[config.mk]
export PLATFORM = sky130hd
export DESIGN_NAME = vending_mealy_param
export DESIGN_NICKNAME = d
export VERILOG_FILES = /design/src/rtl/vending_pkg.sv /design/src/rtl/change_payout.sv /design/src/rtl/vending_mealy_param.sv
export SDC_FILE = /design/constraint.sdc
export NUM_CORES = 1
export LEC_CHECK = 0
export BUFFER_PORTS_ARGS = -buffer_cell sky130_fd_sc_hd__buf_2
export CELL_PAD_IN_SITES_DETAIL_PLACEMENT = 0
export CELL_PAD_IN_SITES_GLOBAL_PLACEMENT = 2
export CORE_MARGIN = 4
export CORE_UTILIZATION = 36
export CTS_CLUSTER_SIZE = 20
export DETAILED_ROUTE_END_ITERATION = 8
export HOLD_SLACK_MARGIN = 0.12
export PLACE_DENSITY_LB_ADDON = 0.1
export REMOVE_ABC_BUFFERS = 1
export SETUP_SLACK_MARGIN = 0.3
export SYNTH_ARGS = -nofsm -noshare
export SYNTH_HDL_FRONTEND = slang
export SYNTH_SLANG_ARGS = --single-unit
export TNS_END_PERCENT = 100
[constraint.sdc]
create_clock -name clk -period 4.65 [get_ports clk]
set_input_delay 0.465 -clock clk [delete_from_list [all_inputs] [get_ports clk]]
set_output_delay 0.465 -clock clk [all_outputs]
set_load 0.03 [all_outputs]
[src/rtl/vending_pkg.sv]
// +------------------------------------------------------------------+
// | vending_pkg                                                      |
// | Coin codes, coin-to-unit decode and FSM state encoding.          |
// | Rev 1.0                                                          |
// +------------------------------------------------------------------+
`default_nettype none

package vending_pkg;

  localparam logic [1:0] COIN_NONE = 2'b00;
  localparam logic [1:0] COIN_5    = 2'b01;
  localparam logic [1:0] COIN_10   = 2'b10;
  localparam logic [1:0] COIN_25   = 2'b11;

  typedef enum logic [0:0] {
    ST_COLLECT = 1'b0,
    ST_PAYOUT  = 1'b1
  } state_t;

  function automatic logic [2:0] coin_units(input logic [1:0] code);
    logic [2:0] units;
    case (code)
      COIN_5:  units = 3'd1;
      COIN_10: units = 3'd2;
      COIN_25: units = 3'd5;
      default: units = 3'd0;
    endcase
    return units;
  endfunction

endpackage

`default_nettype wire

[src/rtl/change_payout.sv]
// +------------------------------------------------------------------+
// | change_payout                                                    |
// | Down-counter emitting one registered chg5 pulse per loaded unit. |
// | Rev 1.0                                                          |
// +------------------------------------------------------------------+
`default_nettype none

module change_payout
  import vending_pkg::*;
#(
  parameter int CREDIT_W = 4
) (
  input  logic                clk,
  input  logic                rst_n,
  input  logic                load,
  input  logic [CREDIT_W-1:0] load_val,
  output logic                chg5,
  output logic                busy,
  output logic                last
);

  localparam logic [CREDIT_W-1:0] c_one = {{(CREDIT_W-1){1'b0}}, 1'b1};

  logic [CREDIT_W-1:0] r_count;
  logic                r_active;

  always_ff @(posedge clk or negedge rst_n) begin
    if (!rst_n) begin
      r_count  <= '0;
      r_active <= 1'b0;
    end else if (load && (load_val != '0)) begin
      r_count  <= load_val;
      r_active <= 1'b1;
    end else if (r_active) begin
      r_count <= r_count - c_one;
      if (r_count == c_one) begin
        r_active <= 1'b0;
      end
    end
  end

  assign chg5 = r_active;
  assign busy = r_active;
  assign last = r_active && (r_count == c_one);

endmodule

`default_nettype wire

[src/rtl/vending_mealy_param.sv]
// +------------------------------------------------------------------+
// | vending_mealy_param                                              |
// | Parametrised coin vending controller with change and refund.     |
// | Rev 1.0                                                          |
// +------------------------------------------------------------------+
`default_nettype none

module vending_mealy_param
  import vending_pkg::*;
#(
  parameter int PRICE_UNITS = 4,
  parameter int CREDIT_W    = 4,
  parameter int REG_OUT     = 0
) (
  input  logic                clk,
  input  logic                rst_n,
  input  logic [1:0]          coin,
  input  logic                cancel,
  output logic                dispense,
  output logic                chg5,
  output logic                coin_rej,
  output logic                busy,
  output logic [CREDIT_W-1:0] credit
);

  localparam logic [CREDIT_W:0]   c_price_ext = PRICE_UNITS[CREDIT_W:0];
  localparam logic [CREDIT_W-1:0] c_price     = PRICE_UNITS[CREDIT_W-1:0];

  state_t              r_state;
  logic [CREDIT_W-1:0] r_credit;

  logic [2:0]          w_units;
  logic [CREDIT_W:0]   w_sum;
  logic [CREDIT_W-1:0] w_rem;
  logic [CREDIT_W-1:0] w_load_val;
  logic                w_collect;
  logic                w_has_coin;
  logic                w_vend;
  logic                w_refund;
  logic                w_load;
  logic                w_last;

  assign w_units    = coin_units(coin);
  assign w_sum      = {1'b0, r_credit} + {{(CREDIT_W-2){1'b0}}, w_units};
  // Only consumed when vending, where sum >= price so the narrow subtract is exact.
  assign w_rem      = w_sum[CREDIT_W-1:0] - c_price;
  assign w_collect  = (r_state == ST_COLLECT);
  assign w_has_coin = (coin != COIN_NONE);
  assign w_vend     = w_collect && !cancel && w_has_coin && (w_sum >= c_price_ext);
  assign w_refund   = w_collect && cancel && (w_sum != '0);
  assign w_load     = w_refund || (w_vend && (w_rem != '0));
  assign w_load_val = cancel ? w_sum[CREDIT_W-1:0] : w_rem;

  always_ff @(posedge clk or negedge rst_n) begin
    if (!rst_n) begin
      r_state  <= ST_COLLECT;
      r_credit <= '0;
    end else begin
      case (r_state)
        ST_COLLECT: begin
          if (w_refund) begin
            r_credit <= '0;
            r_state  <= ST_PAYOUT;
          end else if (w_vend) begin
            r_credit <= '0;
            if (w_rem != '0) begin
              r_state <= ST_PAYOUT;
            end
          end else if (!cancel && w_has_coin) begin
            r_credit <= w_sum[CREDIT_W-1:0];
          end
        end
        ST_PAYOUT: begin
          if (w_last) begin
            r_state <= ST_COLLECT;
          end
        end
        default: r_state <= ST_COLLECT;
      endcase
    end
  end

  change_payout #(
    .CREDIT_W (CREDIT_W)
  ) u_payout (
    .clk      (clk),
    .rst_n    (rst_n),
    .load     (w_load),
    .load_val (w_load_val),
    .chg5     (chg5),
    .busy     (busy),
    .last     (w_last)
  );

  assign coin_rej = !w_collect && w_has_coin;
  assign credit   = r_credit;

  generate
    if (REG_OUT != 0) begin : g_reg_out
      logic r_dispense;
      always_ff @(posedge clk or negedge rst_n) begin
        if (!rst_n) begin
          r_dispense <= 1'b0;
        end else begin
          r_dispense <= w_vend;
        end
      end
      assign dispense = r_dispense;
    end else begin : g_mealy_out
      // Gated so a coin arriving while reset is held cannot vend.
      assign dispense = rst_n && w_vend;
    end
  endgenerate

endmodule

`default_nettype wire

Word-level counts from Yosys, hierarchy flattened
Cells that the tools add are included.
- $add $sub $neg: 3
- magnitude comparators: 1
- equal/unequal tests: 4
- mux-type cells: 15
- bitwise gates (word level): 1
- reductions and logical operators: 20
- operators by type and width (kind ; number):
    two-way mux 4 bit ; 6
    logical AND 1 bit ; 11
    case mux 3 bit (3 select lines) ; 1
    nonzero test 4 bit ; 2
    two-way mux 1 bit ; 7
    adder 4 x 3 -> 5 bit ; 1
    >= comparator 5 x 3 -> 1 bit (second input constant) ; 1
    nonzero test 5 bit ; 1
    == test 2 bit (second input constant) ; 2
    == test 4 x 1 -> 1 bit (second input constant) ; 1
    nonzero test 2 bit ; 2
    subtractor 4 x 1 -> 4 bit (second input constant) ; 1
    subtractor 4 x 3 -> 4 bit (second input constant) ; 1
    nonzero test 3 bit ; 1
    == test 2 x 1 -> 1 bit (second input constant) ; 1
    case mux 1 bit (2 select lines) ; 1
    AND reduction 2 bit ; 1
    logical NOT 1 bit ; 1
    logical OR 1 bit ; 1
    NOT 1 bit ; 1
- flip-flop bits (word level): 10
- logic and storage cells: 48

Depth between registers and ports, before layout
- word-level depth: 9
- gate-level depth with buffers: 12
- depth with buffers taken out: 12

By module
From an unflattened synthesis, not the netlist that was laid out.
- cells, all modules: 76
- area, all modules: 773.2 µm²
- by module, submodules not included (module ; times used ; cells each ; area each (µm²) ; sequential area each (µm²)):
    vending_mealy_param ; 1 ; 50 ; 456.7 ; 125.1
    change_payout ; 1 ; 26 ; 316.6 ; 125.1

Least setup slack after synthesis
Ideal clock, no wire load.
- path type: in2out
- start point: in coin[0]
- end point: out dispense
- arrival: 2.325 ns
- setup slack: 1.860 ns
- cell stages on the path: 9
- path buffers: 0
- path through: nand2b_1 -> inv_1 -> ha_1 -> a21o_1 -> a21oi_1 -> xor2_1 -> ha_1 -> nand2_1 -> a21oi_1
- word-level cells in the longest chain between the ends: 6
- RTL lines (item ; RTL line ; text):
    start: declaration ; vending_mealy_param.sv:17 ; input logic [1:0] coin,
    == test 2 bit / == test 2 x 1 -> 1 bit (equally long branches) ; vending_pkg.sv:22 ; case (code)
    case mux 3 bit (3 select lines) ; vending_pkg.sv:22 ;
    adder 4 x 3 -> 5 bit ; vending_mealy_param.sv:44 ; assign w_sum = {1'b0, r_credit} + {{(CREDIT_W-2){1'b0}}, w_units};
    >= comparator 5 x 3 -> 1 bit ; vending_mealy_param.sv:49 ; assign w_vend = w_collect && !cancel && w_has_coin && (w_sum >= c_price_ext);
    logical AND 1 bit (*) ; vending_mealy_param.sv:49 ;
    logical AND 1 bit (*) ; vending_mealy_param.sv:111 ; assign dispense = rst_n && w_vend;
    end: declaration ; vending_mealy_param.sv:19 ; output logic dispense,
Mark *: on every way between the ends. The rest lies on a longest branch, timed or not.

Worst setup path in the final report
Same ends and word-level chain as after synthesis.

==> flow_summary.ini <==
[logic_synthesis]
synth_mux_area_share_pct = 4.058
async_flop_share_pct = 100.0
ys_ff_latch = 10
syn_inst = 97
synth_adder_area_share_pct = 12.46
synthXorXnorAreaFrac_pct = 4.928
yosysWarnings = 0
yosys.cell_types.count = 38
yosys.area_share.simple_pct = 25.94
synth_compound_area_share_pct = 18.26
ys.flop_type = dfrtp_1
netlist_area_um2 = 863.3
synth_top_family_by_area = simple AND/OR/NAND/NOR gates
syn_avg_cell_area_um2 = 8.900
ys_seq_area_share_pct = 28.99
synth_edf_count = 0

[timing]
finalMaxSlewViolations = 0
clock.fmax_mhz = 329.5
setup_tns_ns = 0
fin_skew_ns = 0.003269
slew_headroom_pct = 58.85
rsz0062_at_grt = no
fin_crit_ns = 3.035
whs_ns = 0.5463
setup_viol = 0
worst_pin_slew_ns = 0.6126
setup_ws_ns = 1.615
period_share_pct = 65.27
hold_viol_final = 0

[place]
post-place-ws_ns = 1.436
place.gp.congestion = 0.7380
dp_hpwl_um = 1490
io_buffer_count = 12

[power_and_ir_drop]
irDropWorstVdd_uv = 319.8
leakagePower_uw = 0.0004712
power-per-cell-area_nw_per_um2 = 538.6

[critical_path]
worstPathRequired_ns = 4.18
criticalPathCategory = in2out
startpoint_type = primary input
cp.arrival_ns = 2.57
r2r_cells = 10
worstSetupEndpointType = primary output
crit_fanout = 4

[clock_network]
clkTransAtPathRegs_ns = 0.07
numCtsBuffers = 3
cts_resized = 0
cts_tree = built
clk_latency_ns = 0.27
cts_htree_levels = 1
clockBufferDepth = 2
cts_root_buffer = clkbuf_4
cts_setup_buffers = 0
clock-sinks = 10

[grt]
grt_pass1_vias = 755
antenna_found_initial = 0
grt_pass1_wl_um = 3553
grt_start_max_net_pins = 12
grt_overflow = 0
grt_usage_pct = 14.03

[cells_and_area]
syn_to_final_growth_pct = 14.06
diodes = 0
final_nets = 124
drive_gt1_share_pct = 21.82
final_cell_mix = nor2_1, buf_2, dfrtp_1
fin_util_pct = 43.67

[detailed_routing]
wl_met3_um = 72
route.detailed.drc = 0
avgViaCountPerCell = 5.217
top_layer = met4
drt-met1-wl_um = 929
wl_um = 1849
routed-via-count = 720
first_pass_iters = 2
wl_met2_um = 841
drtAntennaViolNets = 0
wl_per_cell_um = 13.40
drtIter0Drc = 3

[floorplan]
rows = 17
core-area_um2 = 2255
dieArea_um2 = 3246
initial_core_util_pct = 38.29
fp.dieH_um = 56.97
die_w_um = 56.97
ioPinCount = 13

[min_path]
hold_depth = 1
worstHoldPathType = reg2reg

[run]
max-cap-violations = 0

[status]
status = finished, final reports clean
## flip-flops by register name (all words and copies together), names as in the netlist
signal and count:
u_payout.r_count 4, u_payout.busy 1, credit 4, r_state 1
## area by class of cell
type                            instances  area (µm²)
Clock buffer                            4       36.28
Timing Repair Buffer                   13       70.07
Multi-Input combinational cell         76       566.8
Tap cell                               28       35.03
Sequential cell                        10       250.2
Fill cell                             255        1270
Inverter                                7       26.28
## Yosys cell counts (2+ instances only)
library cell  number  area, µm²
inv_1              7      26.28
nand3_1            2      10.01
ha_1               7      87.58
and2_1             3      18.77
nand2_1            9      33.78
xnor2_1            2      17.52
nand2b_1           2      12.51
nor3_1             4      20.02
and3_1             3      18.77
a21oi_1            6      30.03
mux2i_1            2      20.02
nand4_1            2      12.51
nor2b_1            3      18.77
nor2_1            12      45.04
dfrtp_1           10      250.2
## what timing repair did
item                       4_1_cts  5_1_grt
setup endpoints to repair        0        0
hold endpoints to repair        10        0
hold buffers                     1        0
## cell families after synthesis
kind of cell    count (synthesis)
simple gates                   43
mux                             3
buf+inv                        11
fa+ha+maj                       8
flops                          10
xor+xnor                        4
compound gates                 18
## worst max-delay path: stages
cell and delay [ns]:
buf_2 0.10, nand2b_1 0.15, inv_1 0.05, ha_1 0.29, a21o_1 0.18, a21oi_1 0.38
xor2_1 0.27, ha_1 0.22, nand2_1 0.08, a21oi_1 0.17, buf_2 0.21
## where the power goes
| part | internal, µW | switching (µW) |
|---|---|---|
| Combinational | 120 | 167 |
| Clock | 47.5 | 31.3 |
| Sequential | 120 | 43.9 |
| Total | 288 | 243 |
## worst paths after layout
| kind | endpoint | slack [ns] | startpoint |
|---|---|---|---|
| max | dispense | 1.62 | coin[0] |
| min | credit[2]$_DFFE_PN0P_ | 0.55 | credit[2]$_DFFE_PN0P_ |
| max reg2reg | u_payout.r_count[3]$_DFFE_PN0P_ | 1.78 | credit[1]$_DFFE_PN0P_ |
| min reg2reg | credit[2]$_DFFE_PN0P_ | 0.55 | credit[2]$_DFFE_PN0P_ |
| max in group asynchronous | credit[1]$_DFFE_PN0P_ | 3.83 | rst_n |
| min in group asynchronous | u_payout.r_count[2]$_DFFE_PN0P_ | 0.62 | rst_n |
## routing by layer
layer  up-vias  track usage [%]
li1        363                -
met1       344            20.61
met2        11            20.23
met3         2            4.977
met4         0            1.987
met5         -                0
## stage by stage
step / total power (µW) / cell area, µm² / cells
5_1_grt: 593.1 / 984.7 / 138
3_5_place_dp: 458.2 / 938.4 / 133
3_3_place_gp: 456.1 / 938.4 / 133
6_report: 530.3 / 984.7 / 138
2_1_floorplan: 385.3 / 843.3 / 93
4_1_cts: 540.3 / 984.7 / 138
No activity file was read; power rests on OpenSTA's default activity.
